===== src/rtl/vga_fb_arbiter.sv =====
// Shares a single-port, double-buffered 160x120x3 framebuffer between VGA scan-out
// and a pixel writer, and flips the displayed bank at the end of active video.
module vga_fb_arbiter #(
  parameter int H_ACTIVE = 640,
  parameter int V_ACTIVE = 480,
  parameter int FB_W     = H_ACTIVE >> 2,
  parameter int FB_SIZE  = 19200
) (
  input  logic        clk,
  input  logic        rst,
  input  logic [9:0]  hcnt,
  input  logic [9:0]  vcnt,
  input  logic        disp_en,
  input  logic        wr_req,
  input  logic [14:0] wr_addr,
  input  logic [2:0]  wr_data,
  output logic        wr_ack,
  input  logic        swap_req,
  output logic        swap_done,
  output logic        front_sel,
  output logic [15:0] mem_addr,
  output logic        mem_we,
  output logic [2:0]  mem_wdata,
  input  logic [2:0]  mem_rdata,
  output logic [2:0]  pix_rgb,
  output logic        pix_valid
);

  localparam logic [9:0]  H_ACT   = 10'(H_ACTIVE);
  localparam logic [9:0]  V_ACT   = 10'(V_ACTIVE);
  localparam logic [15:0] BANK_SZ = 16'(FB_SIZE);
  localparam int          PIPE    = 3;

  typedef enum logic [1:0] {
    SLOT_IDLE,
    SLOT_DISP,
    SLOT_WR
  } slot_t;

  typedef enum logic {
    SW_IDLE,
    SW_PEND
  } swap_state_t;

  logic        in_active;
  logic        grp_start;
  logic        at_boundary;
  slot_t       slot;

  logic [15:0] fb_y;
  logic [15:0] fb_x;
  logic [15:0] row_off;
  logic [15:0] disp_addr;
  logic [15:0] wr_base;
  logic [15:0] wr_full_addr;
  logic        wr_in_range;

  logic [15:0] mem_addr_next;
  logic [2:0]  mem_wdata_next;
  logic        mem_we_next;
  logic        wr_ack_next;

  swap_state_t swap_reg;
  swap_state_t swap_next;
  logic        swap_fire;

  logic [PIPE-1:0] act_sr;
  logic [PIPE-2:0] grp_sr;
  logic [PIPE-2:0] fetch_sr;
  logic [2:0]      pix_reg;

  always_comb begin
    in_active   = (hcnt < H_ACT) && (vcnt < V_ACT);
    grp_start   = in_active && (hcnt[1:0] == 2'b00);
    at_boundary = (vcnt == V_ACT) && (hcnt == 10'd0);
  end

  // One framebuffer pixel covers a 4x4 block of screen pixels.
  assign fb_y = {8'd0, vcnt[9:2]};
  assign fb_x = {8'd0, hcnt[9:2]};

  generate
    if (FB_W == 160) begin : g_row_shift
      assign row_off = (fb_y << 7) + (fb_y << 5);
    end else begin : g_row_mul
      assign row_off = 16'(fb_y * 16'(FB_W));
    end
  endgenerate

  assign disp_addr    = (front_sel ? BANK_SZ : 16'd0) + row_off + fb_x;
  assign wr_base      = front_sel ? 16'd0 : BANK_SZ;
  assign wr_full_addr = wr_base + {1'b0, wr_addr};
  assign wr_in_range  = ({1'b0, wr_addr} < BANK_SZ);

  // Scan-out owns the first cycle of every 4-pixel group; masking on wr_ack
  // keeps an already-granted request from being served twice.
  always_comb begin
    slot = SLOT_IDLE;
    if (grp_start && disp_en) begin
      slot = SLOT_DISP;
    end else if (wr_req && !wr_ack) begin
      slot = SLOT_WR;
    end
  end

  always_comb begin
    mem_addr_next  = mem_addr;
    mem_wdata_next = mem_wdata;
    mem_we_next    = 1'b0;
    wr_ack_next    = 1'b0;
    case (slot)
      SLOT_DISP: begin
        mem_addr_next = disp_addr;
      end
      SLOT_WR: begin
        mem_addr_next  = wr_full_addr;
        mem_wdata_next = wr_data;
        mem_we_next    = wr_in_range;
        wr_ack_next    = 1'b1;
      end
      default: begin
      end
    endcase
  end

  always_ff @(posedge clk or negedge rst) begin
    if (!rst) begin
      mem_addr  <= 16'd0;
      mem_wdata <= 3'd0;
      mem_we    <= 1'b0;
      wr_ack    <= 1'b0;
    end else begin
      mem_addr  <= mem_addr_next;
      mem_wdata <= mem_wdata_next;
      mem_we    <= mem_we_next;
      wr_ack    <= wr_ack_next;
    end
  end

  // A request on the boundary cycle itself is honoured immediately.
  always_comb begin
    swap_next = swap_reg;
    swap_fire = 1'b0;
    case (swap_reg)
      SW_IDLE: begin
        if (at_boundary && swap_req) begin
          swap_fire = 1'b1;
        end else if (swap_req) begin
          swap_next = SW_PEND;
        end
      end
      SW_PEND: begin
        if (at_boundary) begin
          swap_fire = 1'b1;
          swap_next = SW_IDLE;
        end
      end
      default: begin
        swap_next = SW_IDLE;
      end
    endcase
  end

  always_ff @(posedge clk or negedge rst) begin
    if (!rst) begin
      swap_reg  <= SW_IDLE;
      front_sel <= 1'b0;
      swap_done <= 1'b0;
    end else begin
      swap_reg  <= swap_next;
      swap_done <= swap_fire;
      if (swap_fire) begin
        front_sel <= ~front_sel;
      end
    end
  end

  always_ff @(posedge clk or negedge rst) begin
    if (!rst) begin
      act_sr   <= '0;
      grp_sr   <= '0;
      fetch_sr <= '0;
    end else begin
      act_sr   <= {act_sr[PIPE-2:0], in_active};
      grp_sr   <= {grp_sr[PIPE-3:0], grp_start};
      fetch_sr <= {fetch_sr[PIPE-3:0], (slot == SLOT_DISP)};
    end
  end

  // Reload at every group start so a group without a fetch shows black
  // instead of repeating the previous group's colour.
  always_ff @(posedge clk or negedge rst) begin
    if (!rst) begin
      pix_reg <= 3'd0;
    end else if (grp_sr[PIPE-2]) begin
      pix_reg <= fetch_sr[PIPE-2] ? mem_rdata : 3'd0;
    end
  end

  assign pix_valid = act_sr[PIPE-1];
  assign pix_rgb   = act_sr[PIPE-1] ? pix_reg : 3'd0;

endmodule

===== config.mk =====
export PLATFORM = sky130hd
export DESIGN_NAME = vga_fb_arbiter
export DESIGN_NICKNAME = d
export VERILOG_FILES = /design/src/rtl/vga_fb_arbiter.sv
export SDC_FILE = /design/constraint.sdc
export NUM_CORES = 1
export LEC_CHECK = 0
export CAP_MARGIN = 30
export CORE_ASPECT_RATIO = 0.9
export CORE_MARGIN = 4
export CORE_UTILIZATION = 47
export CTS_BUF_LIST = sky130_fd_sc_hd__clkbuf_4
export CTS_CLUSTER_SIZE = 14
export DETAILED_ROUTE_END_ITERATION = 8
export PLACE_DENSITY = 0.83
export SYNTH_ARGS = -nofsm -noshare
export SYNTH_HDL_FRONTEND = slang
export SYNTH_SLANG_ARGS = --single-unit

===== constraint.sdc =====
create_clock -name clk -period 2.85 [get_ports clk]
set_input_delay 0.57 -clock clk [delete_from_list [all_inputs] [get_ports clk]]
set_output_delay 0.57 -clock clk [all_outputs]
set_load 0.005 [all_outputs]

== After elaboration in Yosys (flattened, before gate mapping) ==
Cells that the tools add are included.
Widths: inputs -> output; s select.
Word-level totals
  register bits: 34
  word-level logic and storage cells: 49
Operators by class
  bitwise operators: 2
  reductions and logical operators: 10
  order comparisons: 3
  add/sub/neg operators: 4
  equality and inequality tests: 3
  muxes and demuxes: 16
Operators with widths (count)
  $pmux 16 s2: 1
  $mux 15: 2
  $add 15x13->16: 1
  $add 15x15->16: 1
  $add 15x16->16: 1
  $add 16x8->16: 1
  $lt 15x15->1 const B: 1
  $eq 10x9->1 const B: 1
  $logic_not 10->1: 1
  $lt 10x10->1 const B: 1
  $lt 10x9->1 const B: 1
  $mux 1: 7
  $logic_and 1x1->1: 6
  $mux 3: 2
  $mux 2: 2
  $pmux 1 s2: 2
  $eq 2x1->1 const B: 1
  $eq 2x2->1 const B: 1
  $logic_not 2->1: 1
  $not 1->1: 2
  $reduce_bool 2->1: 1
  $logic_not 1->1: 1

== Depth between registers and ports, before layout ==
  depth after elaboration: 7
  mapped depth: 9
  depth with buffers taken out: 9

== Worst setup path after synthesis ==
No wires, ideal clock.
  kind: input-to-reg
  from: input vcnt[6]
  to: register mem_addr[14]
  cell stages on the path: 8
  library setup time: 0.138 ns
  data required time: 2.712 ns
  arrival time: 2.263 ns
  setup slack: 0.449 ns
  cell sequence: inv_1 > fa_1 > inv_1 > ha_1 > a2111o_1 > o22ai_1 > xor2_1 > o22ai_1
On the way
  longest elaborated chain between the ends: 7
  elaborated cells between the ends (all ways): 12
  those cells by class: 3 x add/sub; 1 x order compare; 2 x eq/ne; 2 x mux; 4 x reduce/logical
Ends and longest elaborated chain
  from (decl): line 12  | input logic [9:0] vcnt,
  parallel branches: the longest is 7 deep, another holds $add 15x13->16
  to (signal assigned): line 133  | mem_addr <= mem_addr_next;
  to (decl): line 21  | output logic [15:0] mem_addr,
Several ways; the timed one is not identified.
A chain may end at the register's enable or synchronous reset.

== Worst setup path in the final report ==
  from: input hcnt[9]
  to: register mem_addr[15]
On the way
  longest elaborated chain between the ends: 7
  elaborated cells between the ends (all ways): 10
  those cells by class: 1 x add/sub; 1 x order compare; 2 x eq/ne; 2 x mux; 4 x reduce/logical
Ends and longest elaborated chain
  from (decl): line 11  | input logic [9:0] hcnt,
  $lt 10x10->1: line 73  | in_active = (hcnt < H_ACT) && (vcnt < V_ACT);
  $logic_and 1x1->1: line 73
  $logic_and 1x1->1: line 74  | grp_start = in_active && (hcnt[1:0] == 2'b00);
  $logic_and 1x1->1: line 99  | if (grp_start && disp_en) begin
  $mux 2: line 99
  $eq 2x2->1 / $eq 2x1->1 (equally long branches): line 111  | case (slot)
  $pmux 16 s2 / $reduce_bool 2->1 (equally long branches)
Several ways; a longest one is shown, not always the timed one.

==> flow_summary.json <==
{
  "rsz0062_at_grt": "true",
  "rows": 22,
  "top_register": "mem_addr",
  "first_global_vias": 2068,
  "placed_area_sq_um": 3060,
  "drv_cap": 0,
  "port_buffers": 72,
  "period_share_pct": 94.7,
  "layout-drive-gt1-share_pct": 11.6,
  "peakVddDrop_mv": 0.231,
  "synth_cell_types": 39,
  "status": "complete, no violations",
  "routed_wl_microns": 5590,
  "antenna_found_initial": 0,
  "setup_viol": 0,
  "critPathCaptureType": "flop",
  "drc_errors": 0,
  "synth_seq_cells": 34,
  "die_area_sq_um": 5670,
  "clock_sinks": 34,
  "firstDrtPassIters": 4,
  "cts_buffers": 5,
  "ctsHoldBuffers": 0,
  "relSlewSlack_pct": 54.4,
  "synth_area_sq_um": 2130,
  "clock_path_buffers": 2,
  "clk_transition_reported_paths_ns": 0.10,
  "cts_root_buffer": "clkbuf_4",
  "worst_slew_pin_slew_ns": 0.684,
  "io_pins": 73,
  "synth-async-reset-ratio_pct": 100,
  "wl_per_cell_microns": 14.7,
  "start_util_pct": 50.5,
  "place_hpwl_microns": 4540,
  "die_x_microns": 78.9,
  "crit_top_cell": "inv_1",
  "largest_register_ffs": 16,
  "path_cells": "clkdlybuf4s50_1 -> inv_1 -> fa_1 -> inv_1 -> ha_1 -> a21o_1 -> o21ai_1 -> a32oi_2 -> a21oi_1 -> a311oi_1",
  "track_usage_pct": 20.6,
  "drtIter0Drc": 95,
  "place.gp.congestion": 0.891,
  "core_sq_um": 4210,
  "required_ns": 3.06,
  "critPathLaunchType": "primary input",
  "cts_tree": "built",
  "n_antenna_cell": 0,
  "vias": 2024,
  "clk_latency_ns": 0.34,
  "crit_path_max_incr_delay_ns": 0.58,
  "grt_max_degree": 35,
  "nets": 387,
  "worstPathArrival_ns": 2.91,
  "grt-ovfl-total": 0,
  "worstSetupPathType": "primary input to flop",
  "via_per_inst": 5.34,
  "final_area_sq_um": 3120,
  "leakage_nw": 1.41,
  "ys_seq_area_share_pct": 40.0,
  "path_max_fanout": 3,
  "drv_slew": 0,
  "whs_ns": 0.364,
  "yosysWarnings": 0,
  "final_hold_viol_count": 0,
  "fin_skew_ns": 0.00765,
  "htreeDepth": 2,
  "power_density_nw_per_um2": 404,
  "cts_setup_buffers": 0,
  "synth_ff_type": "dfrtp_1",
  "synthToLayoutAreaGrowth_pct": 46.7,
  "ant_nets": 0,
  "grt_pass1_wl_microns": 9320,
  "synth_edf_count": 0,
  "die_h_microns": 71.8,
  "hp-class": "flop to flop",
  "crit_slowest_cell": "fa_1",
  "max_freq_ghz": 0.371,
  "syn_inst": 224,
  "syn_avg_cell_area_sq_um": 9.50,
  "synth_nets": 293,
  "period_needed_ns": 2.70
}
==> synth_stat cells (4+ instances only) <==
library cell   n  area, sq um
a21oi_1        9         45.0
a31oi_1       11         68.8
and2_1         4         25.0
clkbuf_1       5         18.8
dfrtp_1       34          851
fa_1           6          120
ha_1          17          213
inv_1         18         67.6
nand2_1       28          105
nand2b_1       5         31.3
nand3_1        5         25.0
nor2_1        19         71.3
o21ai_0       10         50.1
xnor2_1        6         52.6
xor2_1         8         70.1
==> path summary, 6_finish.rpt <==
path,from,to,slack (ns),depth (start not counted)
worst max-delay path,hcnt[9],mem_addr[15],0.15,10
worst min-delay path,fetch_sr[0],fetch_sr[1],0.36,0
worst max register to register,front_sel,mem_addr[12],0.43,10
worst min register to register,fetch_sr[0],fetch_sr[1],0.36,0
max in group asynchronous,rst,mem_addr[15],1.90,2
min in group asynchronous,rst,mem_addr[6],0.65,2
==> per-stage QoR <==
step	worst slack, ns	total power [mW]	util (%)	instances	setup TNS, ns
CTS	0.123	1.27	73.9	379	0
detailed placement	-0.235	1.01	72.6	371	-0.943
global placement	-0.163	0.999	72.6	371	-0.545
floorplan	0.449	0.754	-	224	0
global route	-0.0222	1.34	74.1	379	-0.0222
finish	0.152	1.26	74.1	379	0
==> area by class of cell <==
| type | instances | area (sq um) |
|---|---|---|
| Inverter | 18 | 67.6 |
| Clock inverter | 3 | 16.3 |
| Timing Repair Buffer | 94 | 886 |
| Tap cell | 60 | 75.1 |
| Clock buffer | 5 | 37.5 |
| Fill cell | 332 | 1090 |
| Multi-Input combinational cell | 165 | 1190 |
| Sequential cell | 34 | 851 |
==> report_power, final <==
group          internal, mW  leakage (nW)  switching (mW)  total [mW]
Sequential            0.535         0.417          0.0267       0.561
Clock                0.0916        0.0286           0.164       0.256
Combinational         0.260         0.968           0.184       0.444
Total                 0.886          1.41           0.375        1.26
==> worst max-delay path: cells and delay by family <==
kind / cells / cell delay [ns]
AO/OA/AOI/OAI: 5 / 0.86
adder cells (fa/ha/maj): 2 / 0.86
buffers and inverters: 3 / 0.63
==> logic make-up (layout without fill, tap and decap cells) <==
family          after synthesis  count (layout)  synth area share, %
buf+inv                      25             120                 4.53
compound gates               50              50                 14.8
simple gates                 75              75                 17.6
xor+xnor                     14              14                 5.76
flops                        34              34                 40.0
fa+ha+maj                    23              23                 15.6
mux                           3               3                 1.59
==> timing repair <==
item | 4_1_cts | 5_1_grt
endpoints found under the hold margin | 0 | 0
setup endpoints to repair | 0 | 2
resized for setup | 0 | 1
==> per-layer routing <==
layer	part of all wire, %	routed length, microns	global-route usage (%)	vias up
met4	1.5	85	5.15	0
met2	48	2680	35.6	88
li1	-	-	-	964
met1	43	2430	26.2	961
met5	0	0	0	-
met3	7.1	398	4.52	11
==> cells in the final DEF, fill, tap and decap left out, drive strengths merged, types with 2 or more instances in the layout <==
cell | synthesis | layout
xnor2 | 6 | 6
ha | 17 | 17
nor3 | 2 | 2
and3 | 2 | 2
xor2 | 8 | 8
nor2 | 20 | 20
a21oi | 9 | 9
nand2b | 5 | 5
nor4 | 2 | 2
dfrtp | 34 | 34
a31oi | 11 | 11
and2 | 4 | 4
nand2 | 28 | 28
inv | 18 | 18
clkdlybuf4s50 | 0 | 72
mux2 | 3 | 3
a21o | 3 | 3
nand4 | 2 | 2
buf | 2 | 22
clkinv | 0 | 2
o22ai | 3 | 3
o211ai | 3 | 3
clkbuf | 5 | 5
o21ai | 12 | 12
fa | 6 | 6
o21a | 2 | 2
nand3 | 6 | 6
a211oi | 2 | 2
Note: power is estimated with default switching activity, not from simulation.
